[src/rtl/noc_axi_mst_arbiter_if.sv]
// AXI request/response types for the NoC data path, and the bundle carrying
// the requester-side ports and the crossbar-side port of the master arbiter.
package noc_axi_pkg;
  localparam int AXI_NOC_ID_W = 4;
  localparam int ADDR_W       = 32;
  localparam int DATA_W       = 32;

  typedef struct packed {
    logic [AXI_NOC_ID_W-1:0] id;
    logic [ADDR_W-1:0]       addr;
    logic [7:0]              len;
  } noc_axi_ax_t;

  typedef struct packed {
    logic [DATA_W-1:0]   data;
    logic [DATA_W/8-1:0] strb;
    logic                last;
  } noc_axi_w_t;

  typedef struct packed {
    logic [AXI_NOC_ID_W-1:0] id;
    logic [DATA_W-1:0]       data;
    logic [1:0]              resp;
    logic                    last;
  } noc_axi_r_t;

  typedef struct packed {
    logic [AXI_NOC_ID_W-1:0] id;
    logic [1:0]              resp;
  } noc_axi_b_t;

  typedef struct packed {
    noc_axi_ax_t aw;
    logic        aw_valid;
    noc_axi_w_t  w;
    logic        w_valid;
    logic        b_ready;
    noc_axi_ax_t ar;
    logic        ar_valid;
    logic        r_ready;
  } noc_axi_data_req_t;

  typedef struct packed {
    logic       aw_ready;
    logic       ar_ready;
    logic       w_ready;
    noc_axi_b_t b;
    logic       b_valid;
    noc_axi_r_t r;
    logic       r_valid;
  } noc_axi_data_rsp_t;
endpackage

interface noc_axi_mst_arbiter_if #(
  parameter int N_REQ = 3
) ();
  noc_axi_pkg::noc_axi_data_req_t slv_req [N_REQ];
  noc_axi_pkg::noc_axi_data_rsp_t slv_rsp [N_REQ];
  noc_axi_pkg::noc_axi_data_req_t mst_req;
  noc_axi_pkg::noc_axi_data_rsp_t mst_rsp;

  // slave: the arbiter itself; master: the tile requesters plus the crossbar
  modport slave  (input slv_req, input mst_rsp, output slv_rsp, output mst_req);
  modport master (output slv_req, output mst_rsp, input slv_rsp, input mst_req);
endinterface

[src/rtl/noc_axi_mst_arbiter.sv]
// Round-robin AR/AW arbiter sharing one NoC AXI master among N_REQ requesters;
// AR/AW/R/B combinational, W ordered by a FIFO of granted AW indices (1-cycle, no bypass).
module noc_axi_mst_arbiter #(
  parameter int N_REQ        = 3,
  parameter int IN_ID_W      = 2,
  parameter int W_FIFO_DEPTH = 4
) (
  input  logic                 clk_i,
  input  logic                 rst_i,
  noc_axi_mst_arbiter_if.slave axi_io,
  output logic                 err_o,
  output logic                 busy_o
);
  import noc_axi_pkg::*;

  localparam int PFX_W   = AXI_NOC_ID_W - IN_ID_W;
  localparam int FIFO_AW = $clog2(W_FIFO_DEPTH);
  localparam int CNT_W   = FIFO_AW + 1;

  typedef logic [PFX_W-1:0] idx_t;

  // Returns {found, index}: first valid at or after ptr, wrapping.
  function automatic logic [PFX_W:0] rr_pick(input logic [N_REQ-1:0] vld, input idx_t ptr);
    logic [PFX_W:0] res;
    int             k;
    res = '0;
    for (int i = N_REQ - 1; i >= 0; i--) begin
      k = (int'(ptr) + i) % N_REQ;
      if (vld[k]) res = {1'b1, idx_t'(k)};
    end
    return res;
  endfunction

  idx_t              ar_ptr_q, ar_ptr_d, ar_gnt_q, ar_gnt_d;
  idx_t              aw_ptr_q, aw_ptr_d, aw_gnt_q, aw_gnt_d;
  logic              ar_lock_q, ar_lock_d, aw_lock_q, aw_lock_d;
  idx_t              mem_q [W_FIFO_DEPTH];
  logic [FIFO_AW-1:0] wr_q, wr_d, rd_q, rd_d;
  logic [CNT_W-1:0]  cnt_q, cnt_d;

  logic [N_REQ-1:0]  ar_vld_vec, aw_vld_vec;
  logic [PFX_W:0]    ar_pick, aw_pick;
  idx_t              ar_sel, aw_sel, w_head, r_pfx, b_pfx;
  logic              ar_req, aw_req, ar_hs, aw_hs;
  logic              w_empty, w_full, w_vld, w_pop;

  noc_axi_data_req_t mst_req;
  noc_axi_data_rsp_t slv_rsp [N_REQ];

  always_comb begin
    for (int i = 0; i < N_REQ; i++) begin
      ar_vld_vec[i] = axi_io.slv_req[i].ar_valid;
      aw_vld_vec[i] = axi_io.slv_req[i].aw_valid;
    end
    ar_pick = rr_pick(ar_vld_vec, ar_ptr_q);
    aw_pick = rr_pick(aw_vld_vec, aw_ptr_q);
    ar_sel  = ar_lock_q ? ar_gnt_q : ar_pick[PFX_W-1:0];
    aw_sel  = aw_lock_q ? aw_gnt_q : aw_pick[PFX_W-1:0];
    w_empty = (cnt_q == '0);
    w_full  = (cnt_q == CNT_W'(W_FIFO_DEPTH));
    // Full is judged on the registered count, so a same-cycle pop does not unblock AW.
    ar_req  = !rst_i && (ar_lock_q ? axi_io.slv_req[ar_gnt_q].ar_valid : ar_pick[PFX_W]);
    aw_req  = !rst_i && !w_full &&
              (aw_lock_q ? axi_io.slv_req[aw_gnt_q].aw_valid : aw_pick[PFX_W]);
    ar_hs   = ar_req && axi_io.mst_rsp.ar_ready;
    aw_hs   = aw_req && axi_io.mst_rsp.aw_ready;
    w_head  = mem_q[rd_q];
    w_vld   = !rst_i && !w_empty && axi_io.slv_req[w_head].w_valid;
    w_pop   = w_vld && axi_io.mst_rsp.w_ready && axi_io.slv_req[w_head].w.last;
    r_pfx   = axi_io.mst_rsp.r.id[AXI_NOC_ID_W-1:IN_ID_W];
    b_pfx   = axi_io.mst_rsp.b.id[AXI_NOC_ID_W-1:IN_ID_W];
  end

  always_comb begin
    ar_ptr_d  = ar_hs ? idx_t'((int'(ar_sel) + 1) % N_REQ) : ar_ptr_q;
    aw_ptr_d  = aw_hs ? idx_t'((int'(aw_sel) + 1) % N_REQ) : aw_ptr_q;
    ar_lock_d = ar_req && !axi_io.mst_rsp.ar_ready;
    aw_lock_d = aw_req && !axi_io.mst_rsp.aw_ready;
    ar_gnt_d  = ar_sel;
    aw_gnt_d  = aw_sel;
    wr_d      = wr_q + FIFO_AW'(aw_hs);
    rd_d      = rd_q + FIFO_AW'(w_pop);
    cnt_d     = cnt_q + CNT_W'(aw_hs) - CNT_W'(w_pop);
  end

  always_ff @(posedge clk_i or posedge rst_i) begin
    if (rst_i) begin
      ar_ptr_q  <= '0;
      aw_ptr_q  <= '0;
      ar_gnt_q  <= '0;
      aw_gnt_q  <= '0;
      ar_lock_q <= 1'b0;
      aw_lock_q <= 1'b0;
      wr_q      <= '0;
      rd_q      <= '0;
      cnt_q     <= '0;
    end else begin
      ar_ptr_q  <= ar_ptr_d;
      aw_ptr_q  <= aw_ptr_d;
      ar_gnt_q  <= ar_gnt_d;
      aw_gnt_q  <= aw_gnt_d;
      ar_lock_q <= ar_lock_d;
      aw_lock_q <= aw_lock_d;
      wr_q      <= wr_d;
      rd_q      <= rd_d;
      cnt_q     <= cnt_d;
    end
  end

  always_ff @(posedge clk_i) begin
    if (aw_hs) mem_q[wr_q] <= aw_sel;
  end

  always_comb begin
    mst_req = '0;
    for (int i = 0; i < N_REQ; i++) slv_rsp[i] = '0;
    err_o  = 1'b0;
    busy_o = 1'b0;
    if (!rst_i) begin
      mst_req.ar       = axi_io.slv_req[ar_sel].ar;
      mst_req.ar.id    = {ar_sel, axi_io.slv_req[ar_sel].ar.id[IN_ID_W-1:0]};
      mst_req.ar_valid = ar_req;
      slv_rsp[ar_sel].ar_ready = ar_hs;

      mst_req.aw       = axi_io.slv_req[aw_sel].aw;
      mst_req.aw.id    = {aw_sel, axi_io.slv_req[aw_sel].aw.id[IN_ID_W-1:0]};
      mst_req.aw_valid = aw_req;
      slv_rsp[aw_sel].aw_ready = aw_hs;

      if (!w_empty) begin
        mst_req.w       = axi_io.slv_req[w_head].w;
        mst_req.w_valid = w_vld;
        slv_rsp[w_head].w_ready = axi_io.mst_rsp.w_ready;
      end

      // Responses whose prefix names no requester are accepted and flagged.
      if (int'(r_pfx) < N_REQ) begin
        slv_rsp[r_pfx].r       = axi_io.mst_rsp.r;
        slv_rsp[r_pfx].r.id    = {{PFX_W{1'b0}}, axi_io.mst_rsp.r.id[IN_ID_W-1:0]};
        slv_rsp[r_pfx].r_valid = axi_io.mst_rsp.r_valid;
        mst_req.r_ready        = axi_io.slv_req[r_pfx].r_ready;
      end else begin
        mst_req.r_ready = 1'b1;
        err_o           = axi_io.mst_rsp.r_valid;
      end

      if (int'(b_pfx) < N_REQ) begin
        slv_rsp[b_pfx].b       = axi_io.mst_rsp.b;
        slv_rsp[b_pfx].b.id    = {{PFX_W{1'b0}}, axi_io.mst_rsp.b.id[IN_ID_W-1:0]};
        slv_rsp[b_pfx].b_valid = axi_io.mst_rsp.b_valid;
        mst_req.b_ready        = axi_io.slv_req[b_pfx].b_ready;
      end else begin
        mst_req.b_ready = 1'b1;
        err_o           = err_o | axi_io.mst_rsp.b_valid;
      end

      busy_o = !w_empty || ar_req || aw_req;
    end
  end

  assign axi_io.mst_req = mst_req;
  assign axi_io.slv_rsp = slv_rsp;
endmodule

[src/flat_wrapper.sv]
// flat-port wrapper written by rule: the top's interface ports become plain ports
module noc_axi_mst_arbiter_flat import noc_axi_pkg::*;
#(
  parameter int N_REQ        = 3,
  parameter int IN_ID_W      = 2,
  parameter int W_FIFO_DEPTH = 4
)
  (clk_i, rst_i, err_o, busy_o, axi_io_slv_req, axi_io_mst_rsp, axi_io_slv_rsp, axi_io_mst_req);
  noc_axi_mst_arbiter_if #(.N_REQ(N_REQ)) axi_io_i ();
  input  logic clk_i;
  input  logic rst_i;
  output logic err_o;
  output logic busy_o;
  input wire logic [$bits(axi_io_i.slv_req)-1:0] axi_io_slv_req;
  input wire logic [$bits(axi_io_i.mst_rsp)-1:0] axi_io_mst_rsp;
  output wire logic [$bits(axi_io_i.slv_rsp)-1:0] axi_io_slv_rsp;
  output wire logic [$bits(axi_io_i.mst_req)-1:0] axi_io_mst_req;
  assign axi_io_i.slv_req = {>>{axi_io_slv_req}};
  assign axi_io_i.mst_rsp = axi_io_mst_rsp;
  assign axi_io_slv_rsp = {>>{axi_io_i.slv_rsp}};
  assign axi_io_mst_req = axi_io_i.mst_req;
  noc_axi_mst_arbiter #(.N_REQ(N_REQ), .IN_ID_W(IN_ID_W), .W_FIFO_DEPTH(W_FIFO_DEPTH)) u_core (.clk_i(clk_i), .rst_i(rst_i), .axi_io(axi_io_i), .err_o(err_o), .busy_o(busy_o));
endmodule
[config.mk]
export PLATFORM = sky130hd
export DESIGN_NAME = noc_axi_mst_arbiter_flat
export DESIGN_NICKNAME = d
export VERILOG_FILES = /design/src/rtl/noc_axi_mst_arbiter_if.sv /design/src/rtl/noc_axi_mst_arbiter.sv /design/src/flat_wrapper.sv
export SDC_FILE = /design/constraint.sdc
export NUM_CORES = 1
export LEC_CHECK = 0
export ABC_AREA = 1
export CAP_MARGIN = 20
export CELL_PAD_IN_SITES_DETAIL_PLACEMENT = 1
export CELL_PAD_IN_SITES_GLOBAL_PLACEMENT = 1
export CORE_AREA = 5 5 281 283
export CTS_BUF_LIST = sky130_fd_sc_hd__clkbuf_16
export DETAILED_ROUTE_END_ITERATION = 7
export DIE_AREA = 0 0 286 288
export GPL_ROUTABILITY_DRIVEN = 0
export PLACE_DENSITY_LB_ADDON = 0.3
export SYNTH_ARGS = -nofsm -noshare
export SYNTH_HDL_FRONTEND = slang
export SYNTH_SLANG_ARGS = --single-unit
[constraint.sdc]
create_clock -name clk_i -period 2.6 [get_ports clk_i]
set_input_delay 0.52 -clock clk_i [delete_from_list [all_inputs] [get_ports clk_i]]
set_output_delay 0.52 -clock clk_i [all_outputs]
set_load 0.005 [all_outputs]
After elaboration in Yosys (flattened, before gate mapping)
Memory sizes are Yosys's and may differ from the RTL's.
Cells that the tools add are included.
{"block": "totals", "input_bits": 442, "reg_bits": 17, "mem_count": 1, "output_inout_bits": 282, "ram_bits": 8}
{"block": "op_classes", "n_reduce_logical": 24, "addsub": 10, "eq_ne": 1, "bitwise_logic": 9, "n_div": 8, "n_mux": 92, "magnitude_cmp": 20}
{"memory": "u_core.mem_q", "depth": 4, "width": 2, "read_ports": 1, "rd_clocked_by_memory_dff": 0, "write_ports": 1, "line": "noc_axi_mst_arbiter.sv:37", "rtl": "idx_t mem_q [W_FIFO_DEPTH];"}
{"operator": "$bmux W130 S2", "count": 7}
{"operator": "$bwmux W150", "count": 8}
{"operator": "$demux W50 S2", "count": 9}
{"operator": "$mux W150", "count": 6}
{"operator": "$mux W128", "count": 2}
{"operator": "$lt A32 B4 Y1 const B", "count": 6}
{"operator": "$mod A32 B3 Y32 const B", "count": 6}
{"operator": "$mux W47", "count": 4}
{"operator": "$mux W86", "count": 2}
{"operator": "$mux W85", "count": 2}
{"operator": "$and A150 B150 Y150", "count": 1}
{"operator": "$mux W130", "count": 1}
{"operator": "$mux W44", "count": 2}
{"operator": "$mux W40", "count": 2}
{"operator": "$mod A3 B3 Y32 const B", "count": 2}
{"operator": "$mux W50", "count": 1}
{"operator": "$mux W49", "count": 1}
{"operator": "$mux W48", "count": 1}
{"operator": "$mux W41", "count": 1}
{"operator": "$mux W38", "count": 1}
{"operator": "$mux W1", "count": 26}
{"operator": "$ge A3 B3 Y1 const B", "count": 7}
{"operator": "$not A2 Y3", "count": 7}
{"operator": "$mux W3", "count": 6}
{"operator": "15 further kinds", "count": 53}

Longest topological paths before layout
{"block": "depth", "depth_word": 29, "ltp_mapped": 17, "mapped_depth_nobuf": 16}

Least setup slack after synthesis
No wires, ideal clock.
{"block": "synth_timing", "kind": "reg2out", "startpoint": "reg u_core.aw_ptr_q[0]", "endpoint": "out axi_io_slv_rsp[99]", "n_path_buf": 2, "stages_incl_launch_ff": 17, "arrival_ns": 2.034, "slack_ns": 0.046, "path_cell_list": "dfrtp_1 -> inv_1 -> ha_1 -> inv_2 -> nand2_1 -> nand3_1 -> nand2_1 -> nand2_1 -> nand3_1 -> nand2_2 -> nand2_2 -> buf_6 -> buf_4 -> inv_1 -> ha_1 -> inv_1 -> nor2_1"}
{"block": "synth_between", "elab_chain_len": 28, "elab_cells_between_ends": 41}
{"element": "from (decl)", "line": "noc_axi_mst_arbiter.sv:35", "rtl": "idx_t aw_ptr_q, aw_ptr_d, aw_gnt_q, aw_gnt_d;"}
{"element": "from (signal assigned)", "line": "noc_axi_mst_arbiter.sv:99", "rtl": "aw_ptr_q <= aw_ptr_d;"}
{"element": "$add A2 B2 Y3", "line": "noc_axi_mst_arbiter.sv:28", "rtl": "k = (int'(ptr) + i) % N_REQ;"}
{"element": "$mod A32 B3 Y32", "line": "noc_axi_mst_arbiter.sv:28"}
{"element": "$bmux W1 S2", "line": "noc_axi_mst_arbiter.sv:29", "rtl": "if (vld[k]) res = {1'b1, idx_t'(k)};"}
{"element": "$mux W1 (not written as such) (2 in series)", "line": "noc_axi_mst_arbiter.sv:29"}
{"element": "$mux W3 (2 in series)", "line": "noc_axi_mst_arbiter.sv:29"}
{"element": "$mux W3 *", "line": "noc_axi_mst_arbiter.sv:29"}
{"element": "$mux W2 *", "line": "noc_axi_mst_arbiter.sv:58", "rtl": "aw_sel = aw_lock_q ? aw_gnt_q : aw_pick[PFX_W-1:0];"}
{"element": "named net u_core.aw_gnt_d[0]", "line": "noc_axi_mst_arbiter.sv:35"}
{"element": "[11 not listed]"}
{"element": "$bwmux W150", "line": "noc_axi_mst_arbiter.sv:140", "rtl": "slv_rsp[r_pfx].r_valid = axi_io.mst_rsp.r_valid;"}
{"element": "$mux W150 *", "line": "noc_axi_mst_arbiter.sv:137", "rtl": "if (int'(r_pfx) < N_REQ) begin"}
{"element": "$mux W150 *", "line": "noc_axi_mst_arbiter.sv:119", "rtl": "if (!rst_i) begin"}
{"element": "$bwmux W150", "line": "noc_axi_mst_arbiter.sv:148", "rtl": "slv_rsp[b_pfx].b = axi_io.mst_rsp.b;"}
{"element": "$bwmux W150", "line": "noc_axi_mst_arbiter.sv:149", "rtl": "slv_rsp[b_pfx].b.id = {{PFX_W{1'b0}}, axi_io.mst_rsp.b.id[IN_ID_W-1:0]};"}
{"element": "$bwmux W150", "line": "noc_axi_mst_arbiter.sv:150", "rtl": "slv_rsp[b_pfx].b_valid = axi_io.mst_rsp.b_valid;"}
{"element": "$mux W150 *", "line": "noc_axi_mst_arbiter.sv:147", "rtl": "if (int'(b_pfx) < N_REQ) begin"}
{"element": "$mux W150 *", "line": "noc_axi_mst_arbiter.sv:119"}
{"element": "to (decl)", "line": "flat_wrapper.sv:16", "rtl": "output wire logic [$bits(axi_io_i.slv_rsp)-1:0] axi_io_slv_rsp;"}
Mark *: on every way through the listed nets, which the timed path passes. The rest lies on a longest branch. The select of a mux whose other input is x is not followed.

Final worst setup path
{"block": "layout_timing", "startpoint": "reg u_core.ar_ptr_q[0]", "endpoint": "out axi_io_mst_req[22]"}
{"block": "layout_between", "elab_chain_len": 14, "elab_cells_between_ends": 23}
{"element": "from (decl)", "line": "noc_axi_mst_arbiter.sv:34", "rtl": "idx_t ar_ptr_q, ar_ptr_d, ar_gnt_q, ar_gnt_d;"}
{"element": "from (signal assigned)", "line": "noc_axi_mst_arbiter.sv:98", "rtl": "ar_ptr_q <= ar_ptr_d;"}
{"element": "$add A2 B2 Y3", "line": "noc_axi_mst_arbiter.sv:28"}
{"element": "$mod A32 B3 Y32", "line": "noc_axi_mst_arbiter.sv:28"}
{"element": "$bmux W1 S2", "line": "noc_axi_mst_arbiter.sv:29"}
{"element": "$mux W1 (not written as such) (2 in series)", "line": "noc_axi_mst_arbiter.sv:29"}
{"element": "$mux W3 (2 in series)", "line": "noc_axi_mst_arbiter.sv:29"}
{"element": "$mux W3 *", "line": "noc_axi_mst_arbiter.sv:29"}
{"element": "$mux W2 *", "line": "noc_axi_mst_arbiter.sv:57", "rtl": "ar_sel = ar_lock_q ? ar_gnt_q : ar_pick[PFX_W-1:0];"}
{"element": "named net u_core.ar_gnt_d[1]", "line": "noc_axi_mst_arbiter.sv:34"}
{"element": "$not A2 Y3 (not written as such) *", "line": "noc_axi_mst_arbiter.sv:120", "rtl": "mst_req.ar = axi_io.slv_req[ar_sel].ar;"}
{"element": "$bmux W130 S2 *", "line": "noc_axi_mst_arbiter.sv:120"}
{"element": "$mux W44 (not written as such) * (2 in series)", "line": "noc_axi_mst_arbiter.sv:120"}
{"element": "$mux W130 *", "line": "noc_axi_mst_arbiter.sv:119"}
{"element": "to (decl)", "line": "flat_wrapper.sv:17", "rtl": "output wire logic [$bits(axi_io_i.mst_req)-1:0] axi_io_mst_req;"}
Marked as above.

==> impl_metrics.json <==
{
  "status": "finished, violations left",
  "violations": "negative setup slack",
  "grt_use_total_pct": 11.9,
  "end_kind": "output port",
  "cts-htree-levels": 1,
  "cts_tree": "yes",
  "initial_core_util_pct": 7.52,
  "root_buffer": "clkbuf_16",
  "pre_cts_ws_ns": -0.918,
  "place_area_sq_um": 14800,
  "vias": 11100,
  "arrival_ns": 2.45,
  "via_per_inst": 3.69,
  "fp-row-count": 102,
  "io_buffers": 699,
  "synth_area_sq_um": 5750,
  "ys_ff_latch": 25,
  "synth_top_area_cell": "nand2_1",
  "antenna_found_initial": 2,
  "crit_required_ns": 2.08,
  "ioPinCount": 724,
  "grt_pass1_wl_mm": 76.5,
  "firstDrtPassIters": 4,
  "dieArea_sq_um": 82400,
  "layout_min_cycle_time_ns": 2.97,
  "worst_slew_pin_slew_ns": 0.506,
  "layout.nets": 2469,
  "die_y_microns": 288,
  "synth_area_leaders": "nand2_1 (23%), nor2_1 (18%), dfrtp_1 (7.4%), nand3_1 (7.1%), inv_1 (5.6%)",
  "synth_edf_count": 8,
  "core_area_sq_um": 76400,
  "powerDensity_nw_per_um2": 1030,
  "yosys_warnings": 0,
  "hpwlAfterDp_mm": 42.2,
  "crit_fanout": 7,
  "synth_top_area_share_pct": 22.5,
  "drive_gt1_share_pct": 33.2,
  "hold_path.class": "input port to async pin",
  "die_w_microns": 286,
  "path_clk_slew_ns": 0.07,
  "rsz0062_at_grt": "true",
  "grt_max_degree": 39,
  "max_freq_mhz": 337,
  "period_share_pct": 114,
  "initialDrtViolationCount": 257,
  "max_cap_viol_count": 0,
  "synth_cell_types": 35,
  "leakage_nw": 7.50,
  "slew-limit-headroom_pct": 66.2,
  "drt-total-wl_mm": 54.7,
  "cts_sinks": 25,
  "cts_buffers": 3,
  "slew_violations": 0,
  "drtAntennaViolNets": 0,
  "syn_area_per_cell_sq_um": 4.97,
  "setup_slack_ns": -0.367,
  "antenna_cells": 0,
  "fill_cells": 9248,
  "clock_latency_ns": 0.26,
  "area_growth_pct": 201,
  "synthCells": 1156,
  "yosysSeqAreaShare_pct": 11.6,
  "crit_path_start_kind": "flip-flop",
  "setup_viol": 95,
  "grt_pass1_vias": 12400,
  "finalSetupTns_ns": -25.96,
  "clk_path_buf_depth": 2,
  "post-route-drc-count": 0,
  "synth_ff_type": "dfrtp_1",
  "async_flop_share_pct": 68.0,
  "final_common_cell": "clkdlybuf4s50_1",
  "wire_per_inst_microns": 18.2,
  "skew_ns": 0.00413,
  "final_cell_mix": "clkdlybuf4s50_1 (527), nand2_1 (239), nor2_1 (214), buf_4 (115), buf_2 (90)",
  "hold_violations": 0,
  "final_area_sq_um": 17300,
  "peakVddDrop_mv": 0.312,
  "gr-total-overflow": 0,
  "worstSetupPathType": "flip-flop to output port"
}
-- power breakdown --
group          switching [mW]  leakage [nW]  internal [mW]  total (mW)
logic                    8.43          7.18           8.26        16.7
registers               0.137         0.282          0.591       0.729
clock network           0.141        0.0371          0.209       0.350
total                    8.71          7.50           9.06        17.8
-- state kept, by name, indices dropped and copies added (netlist names) --
register          cells
u_core.cnt_q          3
u_core.ar_gnt_q       2
u_core.aw_lock_q      1
u_core.aw_ptr_q       2
u_core.ar_lock_q      1
u_core.wr_q           2
u_core.rd_q           2
u_core.ar_ptr_q       2
u_core.mem_q          8
u_core.aw_gnt_q       2
-- what timing repair did --
item                                    CTS  global route
gates cloned                             16             6
endpoints found under the setup margin  270           170
pin swaps                                44            58
gates resized for setup                 743           299
setup buffers                            57            28
hold buffers                              0             0
-- cells by family after synthesis --
| kind of cell | Yosys count | share of synthesized area (%) |
|---|---|---|
| other | 1 | 0.0652 |
| AO/OA/AOI/OAI | 184 | 17.0 |
| AND/OR/NAND/NOR | 743 | 53.0 |
| flip-flops | 25 | 11.6 |
| XOR/XNOR | 3 | 0.457 |
| buffers and inverters | 185 | 14.6 |
| adder cells (fa/ha/maj) | 15 | 3.40 |
-- critical path: stages, from the launching register on --
cell and delay (ns):
dfrtp_1 0.40, buf_6 0.13, ha_4 0.18, inv_6 0.08
nand2_4 0.06, nand3_4 0.09, buf_6 0.11, nand2_4 0.04
nand2_2 0.05, nand2_2 0.06, nand2_4 0.09, inv_4 0.04
nor3_4 0.20, buf_6 0.14, buf_8 0.12, buf_16 0.15
nand2_2 0.05, o21ai_1 0.06, buf_2 0.15
-- final cells by class --
class	count	area [sq um]	share of cell area (%)
clock buffer	3	75.1	0.433
tap	988	1240	7.13
timing repair buffer	925	9180	53.0
clock inverter	1	7.51	0.0433
multi-input combinational	958	5720	33.0
inverter	99	439	2.53
sequential	25	667	3.85
-- through the flow --
stage | hold WS (ns) | power (mW) | util (%) | std cells
floorplan | 0.470 | 5.71 | - | 1167
global placement | 0.498 | 12.3 | 19.3 | 2899
detailed placement | 0.512 | 12.4 | 19.3 | 2899
CTS | 0.533 | 16.0 | 21.4 | 2974
global route | 0.358 | 19.2 | 22.7 | 2999
finish | 0.339 | 17.8 | 22.7 | 2999
-- metal layers --
metal	track usage [%]	vias to the layer above	share of wire [%]
met4	1.48	2	1.3
met2	22.8	383	52
met1	13.4	5251	40
met3	3.29	37	6.5
met5	0	-	0.024
li1	-	5379	-
-- cells in the mapped netlist (7+ instances only) --
library cell / number
ha_1: 14
o21ai_1: 52
nand3b_1: 24
a21oi_1: 47
dfrtp_1: 17
nand2_1: 345
buf_2: 30
a31oi_1: 39
clkbuf_1: 32
nor2_1: 275
nand3_1: 81
nand2_2: 7
buf_4: 17
inv_2: 10
o21ai_0: 44
edfxtp_1: 8
inv_1: 86
-- worst paths after layout --
kind	from	end	slack, ns	depth (start not counted)
setup / recovery	u_core.ar_ptr_q[0]	axi_io_mst_req[22]	-0.37	18
hold / removal	rst_i	u_core.rd_q[1]	0.34	3
setup reg to reg	u_core.aw_ptr_q[0]	u_core.cnt_q[2]	0.12	15
hold reg to reg	u_core.wr_q[1]	u_core.wr_q[1]	0.54	1
max in group asynchronous	rst_i	u_core.aw_lock_q	1.57	6
min in group clk_i	u_core.wr_q[1]	u_core.wr_q[1]	0.54	1
Power figures use the tool's default switching activity.
